**config.mk**
```make
export PLATFORM = sky130hd
export DESIGN_NAME = ioctl_rom_loader
export DESIGN_NICKNAME = d
export VERILOG_FILES = /design/src/rtl/ioctl_rom_loader.sv
export SDC_FILE = /design/constraint.sdc
export NUM_CORES = 1
export LEC_CHECK = 0
export ABC_CLOCK_PERIOD_IN_PS = 2900
export CAP_MARGIN = 25
export CORE_MARGIN = 2
export CORE_UTILIZATION = 49
export CTS_CLUSTER_DIAMETER = 100
export DETAILED_ROUTE_END_ITERATION = 7
export PLACE_DENSITY = 0.76
export RECOVER_POWER = 25
export REMOVE_ABC_BUFFERS = 1
export SYNTH_ARGS = -nofsm -noshare
export SYNTH_HDL_FRONTEND = slang
export SYNTH_SLANG_ARGS = --single-unit
export TNS_END_PERCENT = 50
```
**constraint.sdc**
```tcl
create_clock -name clk_sys -period 2.9 [get_ports clk_sys]
set_clock_uncertainty 0.1 [all_clocks]
set_input_delay 0.58 -clock clk_sys [delete_from_list [all_inputs] [get_ports clk_sys]]
set_output_delay 0.58 -clock clk_sys [all_outputs]
set_load 0.05 [all_outputs]
```
**src/rtl/ioctl_rom_loader.sv**
```systemverilog
// rtl/ioctl_rom_loader.sv - ioctl ROM download sequencer for the centipede core ROM write ports
module ioctl_rom_loader #(
  parameter logic [7:0] ROM_INDEX   = 8'd0,
  parameter int         HOLD_CYCLES = 16
) (
  input  logic        clk_sys,
  input  logic        reset_n,
  input  logic        ioctl_download,
  input  logic        ioctl_wr,
  input  logic [24:0] ioctl_addr,
  input  logic [7:0]  ioctl_dout,
  input  logic [7:0]  ioctl_index,
  output logic        ioctl_wait,
  output logic        mem_req,
  input  logic        mem_ack,
  output logic [1:0]  mem_sel,
  output logic [12:0] mem_addr,
  output logic [7:0]  mem_data,
  output logic        core_reset,
  output logic        load_done,
  output logic [15:0] byte_count,
  output logic [7:0]  drop_count
);

  typedef enum logic [2:0] {S_IDLE, S_LOAD, S_DRAIN, S_HOLD, S_RUN} state_t;

  localparam logic [7:0] HOLD_M1 = 8'(HOLD_CYCLES - 1);

  state_t      state, state_next;
  logic [7:0]  hold_cnt, hold_next;
  logic        clear_counts;

  logic [22:0] fifo_mem [4];
  logic [1:0]  wr_ptr, rd_ptr;
  logic [2:0]  fifo_cnt, fifo_cnt_next;

  logic        match, accept, in_range, fifo_empty, fifo_full;
  logic        push, pop, drop, ack_seen;
  logic [1:0]  push_sel;
  logic [12:0] push_addr;

  assign match      = ioctl_download && (ioctl_index == ROM_INDEX);
  assign accept     = ioctl_wr && match && (state == S_LOAD);
  assign in_range   = (ioctl_addr < 25'h3000);
  assign fifo_empty = (fifo_cnt == 3'd0);
  assign fifo_full  = (fifo_cnt == 3'd4);
  // The output register takes the head whenever it is free or being freed this edge
  assign pop        = !fifo_empty && (!mem_req || mem_ack);
  // A full FIFO still accepts when a pop makes room on the same edge
  assign push       = accept && in_range && (!fifo_full || pop);
  assign drop       = accept && !push;
  assign ack_seen   = mem_req && mem_ack;

  // Region decode: bit 13 separates program (0x0000-0x1FFF) from graphics (0x2000-0x2FFF)
  assign push_sel   = ioctl_addr[13] ? 2'b10 : 2'b01;
  assign push_addr  = ioctl_addr[13] ? {1'b0, ioctl_addr[11:0]} : ioctl_addr[12:0];

  assign core_reset = (state != S_RUN);
  assign load_done  = (state == S_RUN);

  // FIFO occupancy after this edge
  always_comb begin
    fifo_cnt_next = fifo_cnt;
    if (push && !pop)
      fifo_cnt_next = fifo_cnt + 3'd1;
    else if (pop && !push)
      fifo_cnt_next = fifo_cnt - 3'd1;
  end

  // Next-state logic; a matching download always wins over drain/hold progress
  always_comb begin
    state_next   = state;
    hold_next    = hold_cnt;
    clear_counts = 1'b0;
    case (state)
      S_IDLE: begin
        if (match) begin
          state_next   = S_LOAD;
          clear_counts = 1'b1;
        end
      end
      S_LOAD: begin
        if (!ioctl_download)
          state_next = S_DRAIN;
      end
      S_DRAIN: begin
        if (match)
          state_next = S_LOAD;
        else if (fifo_empty && !mem_req) begin
          state_next = S_HOLD;
          hold_next  = HOLD_M1;
        end
      end
      S_HOLD: begin
        if (match)
          state_next = S_LOAD;
        else if (hold_cnt == 8'd0)
          state_next = S_RUN;
        else
          hold_next = hold_cnt - 8'd1;
      end
      S_RUN: begin
        if (match) begin
          state_next   = S_LOAD;
          clear_counts = 1'b1;
        end
      end
      default: state_next = S_IDLE;
    endcase
  end

  // State, hold counter and host throttle registers
  always_ff @(posedge clk_sys or negedge reset_n) begin
    if (!reset_n) begin
      state      <= S_IDLE;
      hold_cnt   <= 8'd0;
      ioctl_wait <= 1'b0;
    end else begin
      state      <= state_next;
      hold_cnt   <= hold_next;
      ioctl_wait <= (state_next == S_LOAD) && (fifo_cnt_next >= 3'd3);
    end
  end

  // FIFO storage; the pointers alone define which entries are valid
  always_ff @(posedge clk_sys) begin
    if (push)
      fifo_mem[wr_ptr] <= {push_sel, push_addr, ioctl_dout};
  end

  // FIFO pointers and occupancy; reset flushes the queue
  always_ff @(posedge clk_sys or negedge reset_n) begin
    if (!reset_n) begin
      wr_ptr   <= 2'd0;
      rd_ptr   <= 2'd0;
      fifo_cnt <= 3'd0;
    end else begin
      if (push) wr_ptr <= wr_ptr + 2'd1;
      if (pop)  rd_ptr <= rd_ptr + 2'd1;
      fifo_cnt <= fifo_cnt_next;
    end
  end

  // Memory write port; fields only change when a new entry is loaded
  always_ff @(posedge clk_sys or negedge reset_n) begin
    if (!reset_n) begin
      mem_req  <= 1'b0;
      mem_sel  <= 2'b00;
      mem_addr <= 13'd0;
      mem_data <= 8'd0;
    end else if (pop) begin
      mem_req                       <= 1'b1;
      {mem_sel, mem_addr, mem_data} <= fifo_mem[rd_ptr];
    end else if (ack_seen) begin
      mem_req <= 1'b0;
    end
  end

  // Acknowledged and dropped byte counters, cleared on entry to a fresh load
  always_ff @(posedge clk_sys or negedge reset_n) begin
    if (!reset_n) begin
      byte_count <= 16'd0;
      drop_count <= 8'd0;
    end else if (clear_counts) begin
      byte_count <= 16'd0;
      drop_count <= 8'd0;
    end else begin
      if (ack_seen)
        byte_count <= byte_count + 16'd1;
      if (drop && (drop_count != 8'hFF))
        drop_count <= drop_count + 8'd1;
    end
  end

endmodule
```
==> results of run 1 <==
kinds of logic after synthesis:
| kind of cell | count (synthesis) | synth area share [%] |
|---|---|---|
| adder cells (fa/ha/maj) | 10 | 1.88 |
| buffers and inverters | 29 | 1.75 |
| flip-flops | 159 | 66.6 |
| AO/OA/AOI/OAI | 26 | 2.50 |
| AND/OR/NAND/NOR | 138 | 10.8 |
| XOR/XNOR | 29 | 3.81 |
| multiplexers | 52 | 12.6 |
registers in the layout, summed over array words and instances, names as in the netlist:
| name | flops |
|---|---|
| wr_ptr | 2 |
| mem_req | 1 |
| mem_data | 8 |
| fifo_cnt | 3 |
| state | 3 |
| fifo_mem | 92 |
| ioctl_wait | 1 |
| drop_count | 8 |
| byte_count | 16 |
| mem_addr | 13 |
| hold_cnt | 8 |
| mem_sel | 2 |
| rd_ptr | 2 |
routing by layer:
metal  share of wire [%]  up-vias  routed length [µm]  GRT usage [%]
met5                   0        -                   0              0
met4                 1.3        0                 178           8.07
met3                 3.2       15                 426           4.29
met2                  54       77                7190           33.8
met1                  42     2125                5560           25.0
li1                    -     1908                   -              -
report_power, final:
part | total [W] | internal (W) | switching (W) | leakage, nW
registers | 0.00296 | 0.00265 | 0.000306 | 1.67
logic | 0.00239 | 0.00105 | 0.00133 | 1.35
clock network | 0.00213 | 0.00126 | 0.000875 | 0.278
total | 0.00748 | 0.00497 | 0.00251 | 3.30
cell type report:
cell class                 count  area share (%)
timing repair buffer         127            14.4
multi-input combinational    255            24.5
sequential                   159            51.4
inverter                      12           0.521
clock buffer                  22            5.48
clock inverter                10            1.19
tap                          176            2.55
cell usage in the layout (no fill, tap or decap), types with 4 or more instances in the layout:
cell and count:
sky130_fd_sc_hd__edfxtp_1 92, sky130_fd_sc_hd__clkdlybuf4s50_1 88, sky130_fd_sc_hd__dfrtp_1 66, sky130_fd_sc_hd__nor2_1 37, sky130_fd_sc_hd__nand2_1 28, sky130_fd_sc_hd__buf_4 26
sky130_fd_sc_hd__mux2_2 24, sky130_fd_sc_hd__mux4_2 23, sky130_fd_sc_hd__xor2_1 19, sky130_fd_sc_hd__nand3_1 17, sky130_fd_sc_hd__clkbuf_16 17, sky130_fd_sc_hd__inv_1 12
sky130_fd_sc_hd__and3_1 11, sky130_fd_sc_hd__xnor2_1 10, sky130_fd_sc_hd__ha_1 10, sky130_fd_sc_hd__a21oi_1 9, sky130_fd_sc_hd__nor2b_1 7, sky130_fd_sc_hd__nand4_1 7
sky130_fd_sc_hd__dlygate4sd3_1 7, sky130_fd_sc_hd__nor3_1 5, sky130_fd_sc_hd__o21ai_0 5, sky130_fd_sc_hd__nand2b_1 4, sky130_fd_sc_hd__or3_1 4, sky130_fd_sc_hd__buf_12 4
worst reg2reg max path, cell delays in order, from the launching register on:
cell and delay, ns:
sky130_fd_sc_hd__dfrtp_1 0.45, sky130_fd_sc_hd__inv_1 0.13, sky130_fd_sc_hd__ha_1 0.32, sky130_fd_sc_hd__nor2b_1 0.30, sky130_fd_sc_hd__nand2_1 0.15, sky130_fd_sc_hd__a211oi_1 0.43, sky130_fd_sc_hd__nor2b_1 0.21, sky130_fd_sc_hd__xnor2_1 0.13
sky130_fd_sc_hd__nor2_1 0.06
how the worst min path moves through the flow:
stage,to,slack (ns),depth (start not counted)
5_1_grt,byte_count[10],0.41,1
3_3_place_gp,mem_data[3],0.39,1
4_1_cts,byte_count[10],0.11,1
6_report,byte_count[10],0.30,1
3_5_place_dp,mem_data[2],0.40,1
2_1_floorplan,byte_count[0],0.18,0
through the flow:
step	total power [W]	std cells	setup TNS (ns)	util (%)	hold WS, ns
after floorplan	0.00455	426	-42.63	-	0.184
after global placement	0.00534	729	-21.16	61.0	0.389
after detailed placement	0.00541	729	-19.64	61.0	0.397
after CTS	0.00755	761	0	65.4	0.107
after global routing	0.00781	761	0	65.3	0.412
final	0.00748	761	0	65.3	0.298
==> run summary, run 1 <==
The run finished with clean final reports. The overall track demand over capacity in global routing came out at between 15 and 20%. The total number of yosys warnings came out at 0. The synthesized design contains 92 enable-type register cells. The number of diodes came out at 0. After layout, the worst setup slack is 0.0716 ns. The most critical setup path has its startpoint at ioctl_download.

For this run the aggregate overflow at the end of global routing stands at 0. The arrival time of data at the critical path endpoint is a little over 3 ns. The fraction of synthesis flops using an asynchronous set or reset pin came out at 42.1%.

After synthesis, the cell types taking the most area are sky130_fd_sc_hd__edfxtp_1 41%, sky130_fd_sc_hd__dfrtp_1 25%, sky130_fd_sc_hd__mux4_2 7.8%. The clock passes through at most 2 buffers. The cell with the largest stage delay on the worst path is sky130_fd_sc_hd__or4b_1.

Summing all multi-input logic gate instances after layout gives 2120 µm². The first-pass GRT wire length came out at about 22000 µm. The area used by sequential logic in the layout is between 4000 and 5000 µm². The number of hold buffers added after CTS was 0. The count of boundary I/O pins is 97. The half-perimeter wire length after placement came out at just under 9000 µm. The clock-pin slew reported for the worst setup and hold paths after clock tree synthesis is 0.06 ns.

The die span in x is between 100 and 150 µm. Before antenna repair, the detailed router went through 4 iterations. The routed via count divided by cell count is 5.42. In the final layout, the share of cells above drive strength 1 is ~20%. The routability congestion estimate from global placement came out at a little over 0.8. The synthesized instance count came out at 443. The period utilization is 97.5%. The startpoint of the worst register-to-register path is fifo_cnt[1]. The total count of max-transition violations in the final report came out at 0. The post-synthesis sequential element count is around 160. The number of DRC markers after the initial detailed-route iteration is around 320. The critical path depth came out at 7. The placeable core area is approximately 13000 µm². The total wirelength of the detailed-routed design came out at around 13000 µm.

The pin slew with the least headroom to its limit came out at between 1 and 1.5 ns. sky130_fd_sc_hd__edfxtp_1 is the most common cell in the netlist. The tree is rooted in a sky130_fd_sc_hd__clkbuf_16.

The commonest cells after synthesis are 92 x sky130_fd_sc_hd__edfxtp_1, 67 x sky130_fd_sc_hd__dfrtp_1, 38 x sky130_fd_sc_hd__nor2_1. The number of global-route vias before repair is 4348. After detailed placement, the total cell area comes to between 8000 and 9000 µm². The die area came out at roughly 15000 µm². The final standard cell area without fillers is approximately 8600 µm².

TritonCTS built the clock tree. The portion of synthesized cell area occupied by the leading cell type came out at 41.5%. Of the synthesized area, sequential elements account for between 60% and 70%. The analysis attributes to cell leakage a power of about 3.3 nW. The die is approximately 120 µm tall. The maximum number of pins on one net before global-route repair is 46. The starting utilization of the core area came out at 50.3%. The site row count came out at between 40 and 50.

The biggest fanout along the worst timing path is 3. From synthesis to final layout, the design area changed by 29.8%. After synthesis, the mean cell area works out to ~15 µm². The cell area power density came out at 865 nW/µm². The antenna violation net count after detailed routing came out at 0.

In this run the critical register-to-register path is captured at hold_cnt[7]. The final layout net count came out at 628. The last element of the critical path is drop_count[5].

The distinct cell type count of the synthesized netlist came out at slightly below 50. The number of fill cells came out at 966. In this run the tool buffered the top-level ports with 96 buffer cells.

The number of cells on the worst reg-to-reg path came out at 8. Broken down by cell family, the worst path's largest delay share belongs to simple AND/OR/NAND/NOR gates. Setup violations remaining at the end of the flow were counted as 0. The path class of the tightest hold or removal check is input port to asynchronous set/reset pin.

The total clock buffers created by CTS came out at 17. The number of antenna violations at the first check in global routing is 0. Across the VDD grid, the largest voltage drop is 0.434 mV.

The number of sinks on the clock net is 159. The setup slack of the most critical reg-to-reg path came out at 0.50 ns. The area of the mapped netlist came out at 6660 µm². Across the run, the number of max-cap violations was 0. The startpoint kind of the worst setup timing path is an input port. For the worst-skew pair, the clock arrives at the later sink with an insertion delay of 0.42 ns.

Across all layers, the routed design uses roughly 4100 vias. The worst setup path is captured at a register. The timing-limited maximum frequency came out at between 300 and 400 MHz. For this run, the slowest stage of the critical path takes ~0.60 ns. The number of remaining DRC errors is 0.

Gates resized during post-CTS repair numbered 0. The relative slew slack is about a fifth. The number of H-tree branching levels came out at 4. The critical path goes through clkdlybuf4s50_1 > or4b_4 > or3_4 > or4b_1 > nand2_4 > or3_1 > mux2_1.

The detail-routed net length per standard cell came out at 17.5 µm. At the worst endpoint, the required time is 3.10 ns. The synthesized design spends more area on one cell type than any other, namely sky130_fd_sc_hd__edfxtp_1. The final-report hold violation count came out at 0. The number of buffers inserted by post-CTS setup repair is 0. The worst setup path is of the input port to register kind. The worst path needs around 2.8 ns of the cycle, external delays included. For this run, the leading register cell type out of synthesis is sky130_fd_sc_hd__edfxtp_1. The worst slack after detailed placement is -0.366 ns. Together, buffers and inverters on the worst path number 1.

Setup repair after global routing left no endpoint under its margin.
(Power assumes the default switching activity.)
==> run 2: changes to the inputs <==
- CAP_MARGIN: 25 -> 10
- GPL_ROUTABILITY_DRIVEN: not set -> 0
- TNS_END_PERCENT: 50 -> 10
==> results of run 2 <==
The final DEF is identical to that of run 1; final timing and power are the same.
==> run 3: changes to the inputs <==
- ABC_CLOCK_PERIOD_IN_PS: 2900 -> 2500
- CAP_MARGIN: 10 -> not set
- SLEW_MARGIN: not set -> 20
- clock period: 2.9 -> 2.5 ns (I/O delays scaled with it)
==> run 3 against run 2 <==
- register-to-register slack lost 0.44 ns
- cell count grew 2.6%
- combinational power grew 21%
- sequential cell count is the same
- die area is the same
- largest cell class unchanged
- via count grew 4.9%
- count of clock-buffer cells in the layout shrank 4
==> run summary, run 3 (same netlist as run 1, synthesis figures left out) <==
The run finished with clean final reports. The final standard cell area without fillers was 9060 µm² (+4.8%). The most crowded layer after global routing is met2. The global routing usage on met3 is 4.39% (+0.094 points). The TritonCTS clock tree is done.

The site row count is 42 (unchanged). The global-route met2 utilization is 37.1% (+3.3 points). The startpoint identified for the worst register-to-register timing path is state[2]. The period utilization came out at between 90% and 100%. The worst setup path is captured at a register. The number of DRC markers after the initial detailed-route iteration came out at 258 (-18%).

The worst slack after detailed placement is -0.698 ns (-0.332 ns). The top cell types in the final layout, fill and taps aside, are 92 x sky130_fd_sc_hd__edfxtp_1, 66 x sky130_fd_sc_hd__dfrtp_1, 63 x sky130_fd_sc_hd__clkdlybuf4s50_1, 37 x sky130_fd_sc_hd__nor2_1, 32 x sky130_fd_sc_hd__buf_4. The number of H-tree branching levels is 4 (unchanged).

The overall track demand over capacity in global routing is 21.8% (+1.8 points). The total wirelength of the detailed-routed design was 14900 µm (+12%). The timing-limited maximum frequency is between 400 and 500 MHz. The number of remaining DRC errors came to 0 (unchanged). The detailed-router iteration count before antenna repair came to 4 (unchanged). The placeable core area is 13200 µm² (unchanged).

In this run the worst hold path is classified as register to register. For this design, the slowest cell found on the critical path is sky130_fd_sc_hd__or4b_4. The die area was 14500 µm² (unchanged).

The cell area after placement is 8140 µm² (+0.77%). The count of buffers from port buffering came out at 96 (unchanged). The smallest setup slack after layout came to 0.00267 ns (-0.0689 ns). More flip-flops sit in one register than any other, and that register is fifo_mem.

The number of antenna violations at the first check in global routing is 2 (+2). The delay of the slowest cell on the worst path is 0.56 ns (-0.04 ns). The signal on the critical path passes through dlygate4sd2_1 > or4_4 > or3_4 > or4b_4 > buf_6 > nand4b_1 > xor2_1 > nor2_1.

The routing usage on met1 came out at 26.2% (+1.2 points). The setup slack of the most critical reg-to-reg path came out at 0.06 ns (-0.44 ns). The worst hold margin came out at 0.405 ns (+0.107 ns).

The relative area change from synthesis to final layout is 36.0%. The total power consumption of the routed design is 0.00896 W (+20%). The clock-pin slew reported for the worst setup and hold paths after clock tree synthesis is 0.06 ns (about the same). The final number of setup-violating endpoints came to 0 (unchanged). The maximum number of pins on one net before global-route repair is 34 (-26%).

The total vias in the final route is 4327 (+4.9%). The maximum VDD drop is 0.637 mV (+47%). The max-capacitance violation count is 0 (unchanged).

The startpoint kind of the worst setup timing path is an input port. The final-report hold violation count came out at 0 (unchanged). The routed via count divided by cell count is 5.54 (+2.2%). The total clock buffers created by CTS is 17 (unchanged).

Setup repair after global routing could not meet its margin everywhere. The data required time at the worst endpoint came out at 2.71 ns (-0.39 ns). The clock latency reported for the late side of the worst-skew pair is 0.42 ns (about the same). The clock tree root buffer cell is sky130_fd_sc_hd__clkbuf_16.

The die span in x is 121 µm (unchanged). The relative slew slack came out at 41.6% (+22 points). The remaining global-route overflow is 0 (unchanged). The half-perimeter wire length after placement was 8960 µm (+0.44%). The maximum count of clock buffers along a single path came out at 2 (unchanged).

The total count of max-transition violations in the final report came out at 0 (unchanged). The biggest fanout along the worst timing path was 7 (+4). The first-pass GRT wire length is 23700 µm (+7.0%). The count of boundary I/O pins is 97 (unchanged). The number of global-route vias before repair came out at 4624 (+6.3%). In the final layout, the registers with the most flip-flops are fifo_mem (92), byte_count (16), mem_addr (13). The pin slew with the least headroom to its limit came out at 0.876 ns (-0.330 ns). The clock period minus worst slack is 2.50 ns. The arrival time of data at the critical path endpoint is 2.71 ns (-0.32 ns).

Leaving out fill and tap cells, the most frequent cell in the layout is sky130_fd_sc_hd__edfxtp_1. The antenna violation net count after detailed routing is 0 (unchanged). The number of flip-flops in the largest register came to 92 (unchanged). The worst hold path begins at mem_addr[5].

The critical path in this run is classified as input port to register. The number of fill cells came out at 891 (-7.8%). The starting utilization of the core area is 50.3% (unchanged). The number of sinks on the clock net is 159 (unchanged). The layout cell share with drive strength beyond 1 is 26.9% (+7.0 points). The final layout net count is 646 (+2.9%).

The cell area power density is 988 nW/µm² (+14%). The detail-routed net length per standard cell was 19.1 µm (+8.7%). The leakage power summed over all cells came out at 3.49 nW (+5.7%). The chip height is 121 µm (unchanged). The critical path starts at ioctl_index[4].
==> run 3: cell types whose count changed in the layout (fill, tap and decap cells not counted), sizes merged, moves of 2 or more <==
cell | before | now
dlygate4sd2 | 0 | 5
clkdlybuf4s50 | 88 | 63
diode | 0 | 2
dlygate4sd3 | 7 | 22
inv | 15 | 18
buf | 30 | 48
bufinv | 1 | 3
==> run 3: routing by layer <==
layer | wire [µm] | vias to the layer above
met5 | 0 | -
met4 | 431 | 0
met3 | 694 | 36
met2 | 7960 | 141
met1 | 5810 | 2197
li1 | - | 1953
==> run 3: critical path, delay by kind of cell <==
family / cells / cell delay, ns
xor+xnor: 1 / 0.17
buf+inv: 2 / 0.39
simple gates: 5 / 1.64
==> run 3: area by class of cell <==
cell class	instances	area (µm²)	area share [%]
Antenna cell	2	5.00	0.0552
Clock inverter	14	179	1.97
Clock buffer	18	429	4.73
Timing Repair Buffer	145	1470	16.3
Sequential cell	159	4440	49.0
Multi-Input combinational cell	255	2270	25.1
Inverter	12	45.0	0.497
Tap cell	176	220	2.43
==> run 3: power by group <==
part           switching [W]  internal, W  leakage (nW)  total [W]
Combinational        0.00162      0.00128          1.52    0.00290
Sequential          0.000325      0.00308          1.67    0.00340
Clock                0.00107      0.00159         0.296    0.00266
==> run 3: path summary, 6_finish.rpt <==
path,endpoint,cells past startpoint
max reg2reg,ioctl_wait,9
min,mem_addr[5],1
min in group asynchronous,byte_count[10],2
min reg2reg,mem_addr[5],1
max,drop_count[4],8
max in group asynchronous,mem_addr[5],3
==> run 3: stage by stage <==
| step | setup TNS (ns) | utilization [%] | cells |
|---|---|---|---|
| 6_report | 0 | 68.4 | 781 |
| 3_3_place_gp | -58.33 | 61.5 | 736 |
| 2_1_floorplan | -85.60 | - | 426 |
| 5_1_grt | -0.00770 | 68.4 | 781 |
| 3_5_place_dp | -62.14 | 61.5 | 736 |
| 4_1_cts | 0 | 68.1 | 777 |
==> run 3: repair_timing <==
action,CTS,global route
pin swaps,13,10
setup endpoints to repair,106,46
endpoints found under the hold margin,30,0
gates cloned,5,0
resized for setup,45,15
buffers inserted,4,2
hold buffers,1,0
